`src/rtl/poly_add_ctrl_if.sv`:
```
// Bus bundle for poly_add_ctrl: start/status, operand RAM read port, modular-adder
// handshake and result RAM write port. op_sub exists only when POLY_SUB_EN is defined.
// master = controller side, slave = RAMs/adder/host side.
interface poly_add_ctrl_if #(
  parameter int unsigned DATA_WIDTH = 12,
  parameter int unsigned ADDR_WIDTH = 8
);
  logic                  start;
  logic                  busy;
  logic                  done;
  logic                  rd_en;
  logic [ADDR_WIDTH-1:0] rd_addr;
  logic [DATA_WIDTH-1:0] a_rdata;
  logic [DATA_WIDTH-1:0] b_rdata;
  logic                  add_enable;
  logic                  add_valid_in;
  logic [DATA_WIDTH-1:0] add_a;
  logic [DATA_WIDTH-1:0] add_b;
  logic [DATA_WIDTH-1:0] add_result;
  logic                  add_valid_out;
  logic                  wr_en;
  logic [ADDR_WIDTH-1:0] wr_addr;
  logic [DATA_WIDTH-1:0] wr_data;
`ifdef POLY_SUB_EN
  logic                  op_sub;
`endif

  modport master (
`ifdef POLY_SUB_EN
    input  op_sub,
`endif
    input  start,
    input  a_rdata,
    input  b_rdata,
    input  add_result,
    input  add_valid_out,
    output busy,
    output done,
    output rd_en,
    output rd_addr,
    output add_enable,
    output add_valid_in,
    output add_a,
    output add_b,
    output wr_en,
    output wr_addr,
    output wr_data
  );

  modport slave (
`ifdef POLY_SUB_EN
    output op_sub,
`endif
    output start,
    output a_rdata,
    output b_rdata,
    output add_result,
    output add_valid_out,
    input  busy,
    input  done,
    input  rd_en,
    input  rd_addr,
    input  add_enable,
    input  add_valid_in,
    input  add_a,
    input  add_b,
    input  wr_en,
    input  wr_addr,
    input  wr_data
  );
endinterface

```
`src/rtl/poly_add_ctrl.sv`:
```
// poly_add_ctrl: streams N coefficient pairs from two operand RAMs through an external
// 3-cycle modular adder and writes the results, in order, to a result RAM.
// Optional feature: define POLY_SUB_EN to add op_sub, which turns the pass into a
// modular subtraction by feeding q-b to the adder.
module poly_add_ctrl #(
  parameter int unsigned DATA_WIDTH = 12,
  parameter int unsigned MODULUS    = 3329,
  parameter int unsigned N          = 256,
  parameter int unsigned ADDR_WIDTH = 8
) (
  input logic             clk,
  input logic             rst,
  poly_add_ctrl_if.master bus
);

  localparam int unsigned CntW = ADDR_WIDTH + 1;
  localparam logic [CntW-1:0]       CntOne = CntW'(1);
  localparam logic [CntW-1:0]       LastRd = CntW'(N - 1);
  localparam logic [CntW-1:0]       AllWr  = CntW'(N);
  localparam logic [DATA_WIDTH-1:0] ModQ   = DATA_WIDTH'(MODULUS);

  typedef enum logic [1:0] {StIdle, StRun, StDrain, StDone} state_e;

  state_e                state_q, state_d;
  logic                  phase_q, phase_d;  // 0: read phase, 1: issue phase
  logic [CntW-1:0]       rd_cnt_q, rd_cnt_d;
  logic [CntW-1:0]       wr_cnt_q, wr_cnt_d;
  logic                  busy_q, busy_d;
  logic                  done_q, done_d;
  logic                  rd_en_q, rd_en_d;
  logic [ADDR_WIDTH-1:0] rd_addr_q, rd_addr_d;
  logic                  add_valid_in_q, add_valid_in_d;
  logic [DATA_WIDTH-1:0] add_a_q, add_a_d;
  logic [DATA_WIDTH-1:0] add_b_q, add_b_d;
  logic                  wr_en;
  logic                  sub_sel;
  logic [DATA_WIDTH-1:0] b_term;

`ifdef POLY_SUB_EN
  logic op_sub_q, op_sub_d;
  assign sub_sel = op_sub_q;
`else
  assign sub_sel = 1'b0;
`endif

  // Results are only accepted while a pass is live; stray or post-reset ones are dropped.
  assign wr_en = bus.add_valid_out & busy_q;

  // Operand B as fed to the adder: b for add, (q - b) mod q for subtract.
  always_comb begin
    b_term = bus.b_rdata;
    if (sub_sel) begin
      b_term = (bus.b_rdata == '0) ? '0 : (ModQ - bus.b_rdata);
    end
  end

  // FSM next state, counters and next values of all registered outputs.
  always_comb begin
    state_d        = state_q;
    phase_d        = phase_q;
    rd_cnt_d       = rd_cnt_q;
    wr_cnt_d       = wr_cnt_q;
    rd_en_d        = 1'b0;
    rd_addr_d      = rd_addr_q;
    add_valid_in_d = 1'b0;
    add_a_d        = add_a_q;
    add_b_d        = add_b_q;
`ifdef POLY_SUB_EN
    op_sub_d       = op_sub_q;
`endif

    if (wr_en) begin
      wr_cnt_d = wr_cnt_q + CntOne;
    end

    case (state_q)
      StIdle: begin
        if (bus.start) begin
          state_d   = StRun;
          phase_d   = 1'b0;
          rd_cnt_d  = '0;
          wr_cnt_d  = '0;
          rd_en_d   = 1'b1;
          rd_addr_d = '0;
`ifdef POLY_SUB_EN
          op_sub_d  = bus.op_sub;
`endif
        end
      end
      StRun: begin
        if (!phase_q) begin
          phase_d = 1'b1;
        end else begin
          // Read data for the previous strobe is on a/b_rdata now; launch it.
          phase_d        = 1'b0;
          add_valid_in_d = 1'b1;
          add_a_d        = bus.a_rdata;
          add_b_d        = b_term;
          rd_cnt_d       = rd_cnt_q + CntOne;
          if (rd_cnt_q == LastRd) begin
            state_d = StDrain;
          end else begin
            rd_en_d   = 1'b1;
            rd_addr_d = rd_cnt_d[ADDR_WIDTH-1:0];
          end
        end
      end
      StDrain: begin
        // Leave on the edge that commits the last write so done follows it immediately.
        if (wr_cnt_d == AllWr) begin
          state_d = StDone;
        end
      end
      StDone: begin
        state_d = StIdle;
      end
      default: begin
        state_d = StIdle;
      end
    endcase

    busy_d = (state_d == StRun) || (state_d == StDrain);
    done_d = (state_d == StDone);
  end

  // State, counters and registered outputs with synchronous reset.
  always_ff @(posedge clk) begin
    if (rst) begin
      state_q        <= StIdle;
      phase_q        <= 1'b0;
      rd_cnt_q       <= '0;
      wr_cnt_q       <= '0;
      busy_q         <= 1'b0;
      done_q         <= 1'b0;
      rd_en_q        <= 1'b0;
      rd_addr_q      <= '0;
      add_valid_in_q <= 1'b0;
      add_a_q        <= '0;
      add_b_q        <= '0;
`ifdef POLY_SUB_EN
      op_sub_q       <= 1'b0;
`endif
    end else begin
      state_q        <= state_d;
      phase_q        <= phase_d;
      rd_cnt_q       <= rd_cnt_d;
      wr_cnt_q       <= wr_cnt_d;
      busy_q         <= busy_d;
      done_q         <= done_d;
      rd_en_q        <= rd_en_d;
      rd_addr_q      <= rd_addr_d;
      add_valid_in_q <= add_valid_in_d;
      add_a_q        <= add_a_d;
      add_b_q        <= add_b_d;
`ifdef POLY_SUB_EN
      op_sub_q       <= op_sub_d;
`endif
    end
  end

  assign bus.busy         = busy_q;
  assign bus.done         = done_q;
  assign bus.rd_en        = rd_en_q;
  assign bus.rd_addr      = rd_addr_q;
  assign bus.add_enable   = busy_q;
  assign bus.add_valid_in = add_valid_in_q;
  assign bus.add_a        = add_a_q;
  assign bus.add_b        = add_b_q;
  assign bus.wr_en        = wr_en;
  assign bus.wr_addr      = wr_cnt_q[ADDR_WIDTH-1:0];
  assign bus.wr_data      = bus.add_result;

endmodule

```
`src/flat_wrapper.sv`:
```
// flat-port wrapper written by rule: the top's interface ports become plain ports
module poly_add_ctrl_flat 
#(
  parameter int unsigned DATA_WIDTH = 12,
  parameter int unsigned MODULUS    = 3329,
  parameter int unsigned N          = 256,
  parameter int unsigned ADDR_WIDTH = 8
)
  (clk, rst, bus_start, bus_a_rdata, bus_b_rdata, bus_add_result, bus_add_valid_out, bus_busy, bus_done, bus_rd_en, bus_rd_addr, bus_add_enable, bus_add_valid_in, bus_add_a, bus_add_b, bus_wr_en, bus_wr_addr, bus_wr_data);
  poly_add_ctrl_if #(.DATA_WIDTH(DATA_WIDTH), .ADDR_WIDTH(ADDR_WIDTH)) bus_i ();
  input logic clk;
  input logic rst;
  input wire logic [$bits(bus_i.start)-1:0] bus_start;
  input wire logic [$bits(bus_i.a_rdata)-1:0] bus_a_rdata;
  input wire logic [$bits(bus_i.b_rdata)-1:0] bus_b_rdata;
  input wire logic [$bits(bus_i.add_result)-1:0] bus_add_result;
  input wire logic [$bits(bus_i.add_valid_out)-1:0] bus_add_valid_out;
  output wire logic [$bits(bus_i.busy)-1:0] bus_busy;
  output wire logic [$bits(bus_i.done)-1:0] bus_done;
  output wire logic [$bits(bus_i.rd_en)-1:0] bus_rd_en;
  output wire logic [$bits(bus_i.rd_addr)-1:0] bus_rd_addr;
  output wire logic [$bits(bus_i.add_enable)-1:0] bus_add_enable;
  output wire logic [$bits(bus_i.add_valid_in)-1:0] bus_add_valid_in;
  output wire logic [$bits(bus_i.add_a)-1:0] bus_add_a;
  output wire logic [$bits(bus_i.add_b)-1:0] bus_add_b;
  output wire logic [$bits(bus_i.wr_en)-1:0] bus_wr_en;
  output wire logic [$bits(bus_i.wr_addr)-1:0] bus_wr_addr;
  output wire logic [$bits(bus_i.wr_data)-1:0] bus_wr_data;
  assign bus_i.start = bus_start;
  assign bus_i.a_rdata = bus_a_rdata;
  assign bus_i.b_rdata = bus_b_rdata;
  assign bus_i.add_result = bus_add_result;
  assign bus_i.add_valid_out = bus_add_valid_out;
  assign bus_busy = bus_i.busy;
  assign bus_done = bus_i.done;
  assign bus_rd_en = bus_i.rd_en;
  assign bus_rd_addr = bus_i.rd_addr;
  assign bus_add_enable = bus_i.add_enable;
  assign bus_add_valid_in = bus_i.add_valid_in;
  assign bus_add_a = bus_i.add_a;
  assign bus_add_b = bus_i.add_b;
  assign bus_wr_en = bus_i.wr_en;
  assign bus_wr_addr = bus_i.wr_addr;
  assign bus_wr_data = bus_i.wr_data;
  poly_add_ctrl #(.DATA_WIDTH(DATA_WIDTH), .MODULUS(MODULUS), .N(N), .ADDR_WIDTH(ADDR_WIDTH)) u_core (.clk(clk), .rst(rst), .bus(bus_i));
endmodule
```
`config.mk`:
```
export PLATFORM = sky130hd
export DESIGN_NAME = poly_add_ctrl_flat
export DESIGN_NICKNAME = d
export VERILOG_FILES = /design/src/rtl/poly_add_ctrl_if.sv /design/src/rtl/poly_add_ctrl.sv /design/src/flat_wrapper.sv
export SDC_FILE = /design/constraint.sdc
export NUM_CORES = 1
export LEC_CHECK = 0
export ABC_CLOCK_PERIOD_IN_PS = 2400
export CORE_MARGIN = 3
export CORE_UTILIZATION = 44
export DETAILED_ROUTE_END_ITERATION = 12
export GPL_TIMING_DRIVEN = 0
export PLACE_DENSITY = 0.92
export SLEW_MARGIN = 20
export SYNTH_ARGS = -nofsm -noshare
export SYNTH_HDL_FRONTEND = slang
export SYNTH_SLANG_ARGS = --single-unit
```
`constraint.sdc`:
```
create_clock -name clk -period 2.4 [get_ports clk]
set_input_delay 0.36 -clock clk [delete_from_list [all_inputs] [get_ports clk]]
set_output_delay 0.36 -clock clk [all_outputs]
set_load 0.05 [all_outputs]
```
## Yosys cells after proc, flatten, opt, wreduce, memory -nomap -nowiden

Cells that the tools add are included.

| storage, ports and cells | value |
|---|---|
| input port bits | 40 |
| register bits | 57 |
| word-level logic and storage cells | 57 |

| cells by class | value |
|---|---|
| add/sub/neg operators | 2 |
| multiplexer cells | 23 |
| reductions and logical operators | 8 |
| bitwise operators | 2 |
| equality and inequality tests | 11 |

Operators by type and width:

| cell | number |
|---|---|
| 2-to-1 mux 9 bit | 5 |
| 2-to-1 mux 8 bit | 3 |
| adder 9 x 1 -> 9 bit, second input constant | 2 |
| one-hot mux 9 bit (2 select lines) | 1 |
| one-hot mux 8 bit (2 select lines) | 1 |
| equality test 9 x 8 -> 1 bit, second input constant | 1 |
| equality test 9 bit, second input constant | 1 |
| equality test 2 bit, second input constant | 4 |
| 2-to-1 mux 2 bit | 4 |
| one-hot mux 2 bit (4 select lines) | 1 |
| 2-to-1 mux 1 bit | 6 |
| equality test 2 x 1 -> 1 bit, second input constant | 2 |
| inequality test 2 bit, second input constant | 2 |
| one-hot mux 1 bit (2 select lines) | 2 |
| AND reduction 2 bit | 2 |
| AND reduction 4 bit | 1 |
| AND reduction 3 bit | 1 |
| logical NOT 2 bit | 1 |
| inequality test 2 x 1 -> 1 bit, second input constant | 1 |
| nonzero test 2 bit | 1 |
| OR reduction 2 bit | 1 |
| bitwise AND 1 bit | 1 |
| logical OR 1 bit | 1 |
| NOT 1 bit | 1 |

## Longest topological paths before layout

| depth | value |
|---|---|
| depth in word-level cells | 7 |
| gate-level depth with buffers | 9 |
| gate-level depth less buffers | 9 |

## Worst setup path before layout

No wires, ideal clock.

| path | value |
|---|---|
| path kind | register to register |
| from | register u_core.busy_q, in the netlist u_core.bus.add_enable |
| to | register u_core.busy_q, in the netlist u_core.bus.add_enable |
| stages on the path, launching flop included | 9 |
| setup time | 0.127 ns |
| setup slack | 0.260 ns |
| arrival | 2.012 ns |
| path buffers | 1 |
| path through | dfxtp_1 and2_1 buf_6 nand2_2 xor2_1 nand3_1 o31ai_2 ha_1 nor2b_1 |

| on the way | value |
|---|---|
| word-level cells in the longest chain between the ends | 7 |
| elaborated cells between the ends (all ways) | 8 |
| classes of those cells | eq/ne (3); mux (3); bitwise (1); reduce/logical (1) |

RTL lines:

| element | line | source |
|---|---|---|
| start, declared | poly_add_ctrl.sv:28 | `logic busy_q, busy_d;` |
| start signal, assigned | poly_add_ctrl.sv:148 | `busy_q <= busy_d;` |
| bitwise AND 1 bit (*) | poly_add_ctrl.sv:47 | `assign wr_en = bus.add_valid_out & busy_q;` |
| net bus_wr_en | flat_wrapper.sv:26 | `output wire logic [$bits(bus_i.wr_en)-1:0] bus_wr_en;` |
| 2-to-1 mux 9 bit (*) | poly_add_ctrl.sv:72 | `if (wr_en) begin` |
| equality test 9 bit (*) | poly_add_ctrl.sv:110 | `if (wr_cnt_d == AllWr) begin` |
| 2-to-1 mux 2 bit (*) | poly_add_ctrl.sv:110 |  |
| one-hot mux 2 bit (4 select lines) (*) | poly_add_ctrl.sv:76 | `case (state_q)` |
| net u_core.state_d[0] | poly_add_ctrl.sv:24 | `state_e state_q, state_d;` |
| equality test 2 x 1 -> 1 bit or equality test 2 bit (tied branches) | poly_add_ctrl.sv:122 | `busy_d = (state_d == StRun) \|\| (state_d == StDrain);` |
| logical OR 1 bit (*) | poly_add_ctrl.sv:122 |  |
| net u_core.busy_d | poly_add_ctrl.sv:28 |  |

Mark *: on every way through the listed nets, which the timed path passes. The rest lies on a longest branch.
A chain may end at the register's enable or synchronous reset.

## Worst setup path after layout

| path | value |
|---|---|
| from | input bus_add_valid_out |
| to | output bus_wr_en |

| on the way | value |
|---|---|
| word-level cells in the longest chain between the ends | 1 |

RTL lines:

| element | line | source |
|---|---|---|
| start, declared | flat_wrapper.sv:17 | `input wire logic [$bits(bus_i.add_valid_out)-1:0] bus_add_valid_out;` |
| bitwise AND 1 bit | poly_add_ctrl.sv:47 |  |
| end, declared | flat_wrapper.sv:26 |  |

No other way between the ends.

==> flow_metrics.py <==
metrics = {
    "status": {
        "run_status": "finished, final reports clean",
    },
    "synthesis": {
        "synthDistinctLibCells": 43,
        "synth_most_common_cell": "nand2_1",
        "ys_ff_latch": 57,
        "synth-compound-area-share_pct": 11.3,
        "synth_top_family_by_area": "simple AND/OR/NAND/NOR gates",
        "postSynth.asyncResetShare_pct": 0,
        "synth_xor_area_share_pct": 5.08,
        "ys.flop_type": "dfxtp_1",
        "synthAdderAreaFrac_pct": 1.94,
        "ys_seq_area_share_pct": 44.1,
        "synth_mux_area_share_pct": 2.37,
        "syn-mean-instance-area_um2": 8.40,
        "synthCells": 308,
        "synth.area.top_cells": "dfxtp_1 (44%), nand2_1 (8.4%), a21oi_1 (7.2%)",
        "yosys.area_share.simple_pct": 25.0,
        "yosysTopAreaCell": "dfxtp_1",
        "ys_top_cells_by_count": "nand2_1 (58), dfxtp_1 (57), a21oi_1 (37), nor2_1 (31), buf_4 (21)",
        "synth_top_area_share_pct": 44.1,
        "yosys_warnings": 0,
        "synth_edf_count": 0,
        "synth_area_um2": 2590,
        "synth_fp_nets": 352,
    },
    "die": {
        "rows": 27,
        "dieArea_um2": 6830,
        "coreArea_um2": 5610,
        "start_util_pct": 46.1,
        "die_h_um": 82.7,
        "io-pin-count": 98,
        "die_x_um": 82.7,
    },
    "timing": {
        "fin_crit_sh_pct": 95.8,
        "clock_skew_ns": 0.0151,
        "worst_slew_pin_slew_ns": 0.530,
        "fmax_mhz": 435,
        "final_max_slew_viol_count": 0,
        "final.setup.tns_ns": 0,
        "period_needed_ns": 2.30,
        "finalSetupViolations": 0,
        "rsz0062_at_grt": "false",
        "finalHoldViolations": 0,
        "slew_headroom_pct": 64.7,
        "layout_setup_ws_ns": 0.0998,
    },
    "clock_network": {
        "clock_latency_ns": 0.34,
        "post_cts_buffers": 0,
        "htreeDepth": 3,
        "clock_sinks": 57,
        "path_clk_slew_ns": 0.06,
        "clk_path_buf_depth": 2,
        "cts_tree": "yes",
        "numCtsBuffers": 9,
        "root_buffer": "clkbuf_8",
    },
    "pwr": {
        "ir_drop_uv": 454,
        "p_per_area_nw_per_um2": 608,
        "p_leak_nw": 1.38,
        "total_power_mw": 2.28,
    },
    "cells_and_area": {
        "finalNonFillerCells": 479,
        "fin_util_pct": 66.8,
        "drive_gt1_share_pct": 14.7,
        "antenna_cells": 0,
        "syn2layout_area_growth_pct": 44.8,
        "nNetsFinal": 448,
    },
    "flow_run": {
        "max_cap_viol_count": 0,
    },
    "setup_path": {
        "slowest_delay_ns": 0.80,
        "cp-end-kind": "output port",
        "required_ns": 2.04,
        "path_class": "in2out",
        "cp_max_fo": 6,
        "crit_path_start_kind": "input port",
        "crit_slowest_cell": "clkdlybuf4s50_1",
        "crit_chain": "clkdlybuf4s50_1, and2_1, buf_6, clkdlybuf4s50_1",
        "cp_common_cell": "clkdlybuf4s50_1",
        "worstPathArrival_ns": 1.94,
    },
    "routing": {
        "wire_per_inst_um": 14.4,
        "vias": 2467,
        "drtIter0Drc": 120,
        "via_per_inst": 5.15,
        "drt_wl_total_mm": 6.89,
        "ant_nets": 0,
        "route.detailed.drc": 0,
        "drtPass1Iterations": 4,
    },
    "place": {
        "placedCellCount": 465,
        "gp_congestion": 0.799,
        "hpwl_mm": 4.76,
        "portBuffers": 85,
        "place_ws_ns": -0.0256,
    },
    "global_routing": {
        "antenna_found_initial": 0,
        "overflow": 0,
        "grt_pass1_wl_mm": 10.8,
        "grtUsageTotal_pct": 20.8,
        "grt_pass1_vias": 2417,
        "grt_max_degree": 11,
    },
    "worst_hold_path": {
        "hp-class": "reg2reg",
    },
}
==> critical path, delay by kind of cell <==
family                 cells  cell delay (ns)
buffers and inverters      3             1.43
and+or+nand+nor            1             0.15
==> logic make-up after synthesis <==
group,count (synthesis)
simple gates,135
flops,57
xor+xnor,15
mux,6
fa+ha+maj,4
compound gates,51
buf+inv,40
==> worst paths after layout <==
| check | start | slack, ns | depth (start not counted) | to |
|---|---|---|---|---|
| min | u_core.bus.add_a[3] | 0.46 | 2 | u_core.bus.add_a[3] |
| max | bus_add_valid_out | 0.1 | 4 | bus_wr_en |
| max reg2reg | u_core.wr_cnt_q[0] | 0.14 | 8 | u_core.bus.add_enable |
| min reg2reg | u_core.bus.add_a[3] | 0.46 | 2 | u_core.bus.add_a[3] |
==> metal layers <==
layer	global-route usage [%]	vias up	wire length [um]
met2	36.5	96	3680
met1	24.0	1166	2680
met3	4.23	11	412
met4	9.80	0	119
li1	-	1194	-
met5	0	-	0
==> power by group <==
group	total, mW	switching, mW	internal (mW)
Sequential	0.972	0.0119	0.960
Clock	1.00	0.375	0.628
Combinational	0.302	0.173	0.129
==> cell type report <==
cell class / instances / area, um^2
Tap cell: 72 / 90.1
Multi-Input combinational cell: 211 / 1180
Sequential cell: 57 / 1140
Timing Repair Buffer: 85 / 851
Fill cell: 477 / 1860
Inverter: 2 / 7.51
Clock inverter: 3 / 65.1
Buffer: 38 / 255
Clock buffer: 11 / 151
==> metrics by stage <==
step	hold slack (ns)	cell area (um^2)
after global placement	0.442	3530
final	0.460	3750
after floorplan	0.457	2590
after global routing	0.481	3750
after detailed placement	0.451	3530
after CTS	0.461	3740
==> flip-flops by register name, indices dropped and copies added, names as in the netlist <==
| signal | count |
|---|---|
| u_core.bus.add_a | 12 |
| u_core.bus.add_b | 12 |
| u_core.rd_cnt_q | 9 |
| u_core.wr_cnt_q | 9 |
| u_core.bus.rd_addr | 8 |
| u_core.state_q | 2 |
| u_core.bus.add_enable | 1 |
| u_core.bus.add_valid_in | 1 |
| u_core.bus.done | 1 |
| u_core.bus.rd_en | 1 |
| u_core.phase_q | 1 |
==> repair_timing <==
item	CTS	global route
hold buffers	0	0
gates resized for setup	0	1
hold endpoints to repair	0	0
endpoints found under the setup margin	0	4
==> layout by cell type (no fill, tap or decap), drive strengths merged <==
| master | n |
|---|---|
| nor2b | 5 |
| and2 | 2 |
| clkbuf | 17 |
| a21o | 2 |
| xnor2 | 7 |
| and3 | 1 |
| o21ai | 4 |
| nor3 | 7 |
| mux2i | 5 |
| and3b | 1 |
| nor2 | 33 |
| nor3b | 2 |
| a22oi | 2 |
| nor4 | 1 |
| o211ai | 1 |
| nand2 | 60 |
| clkinv | 1 |
| o31ai | 3 |
| nand3 | 8 |
| and4 | 1 |
| or2 | 2 |
| o41ai | 1 |
| a31oi | 1 |
| clkdlybuf4s50 | 85 |
| nand3b | 3 |
| inv | 2 |
| buf | 32 |
| xor2 | 8 |
| bufinv | 2 |
| nand4 | 4 |
| and4bb | 1 |
| dfxtp | 57 |
| or3 | 3 |
| a21oi | 37 |
| mux2 | 1 |
| nand2b | 1 |
| ha | 4 |
(Power assumes the default switching activity.)
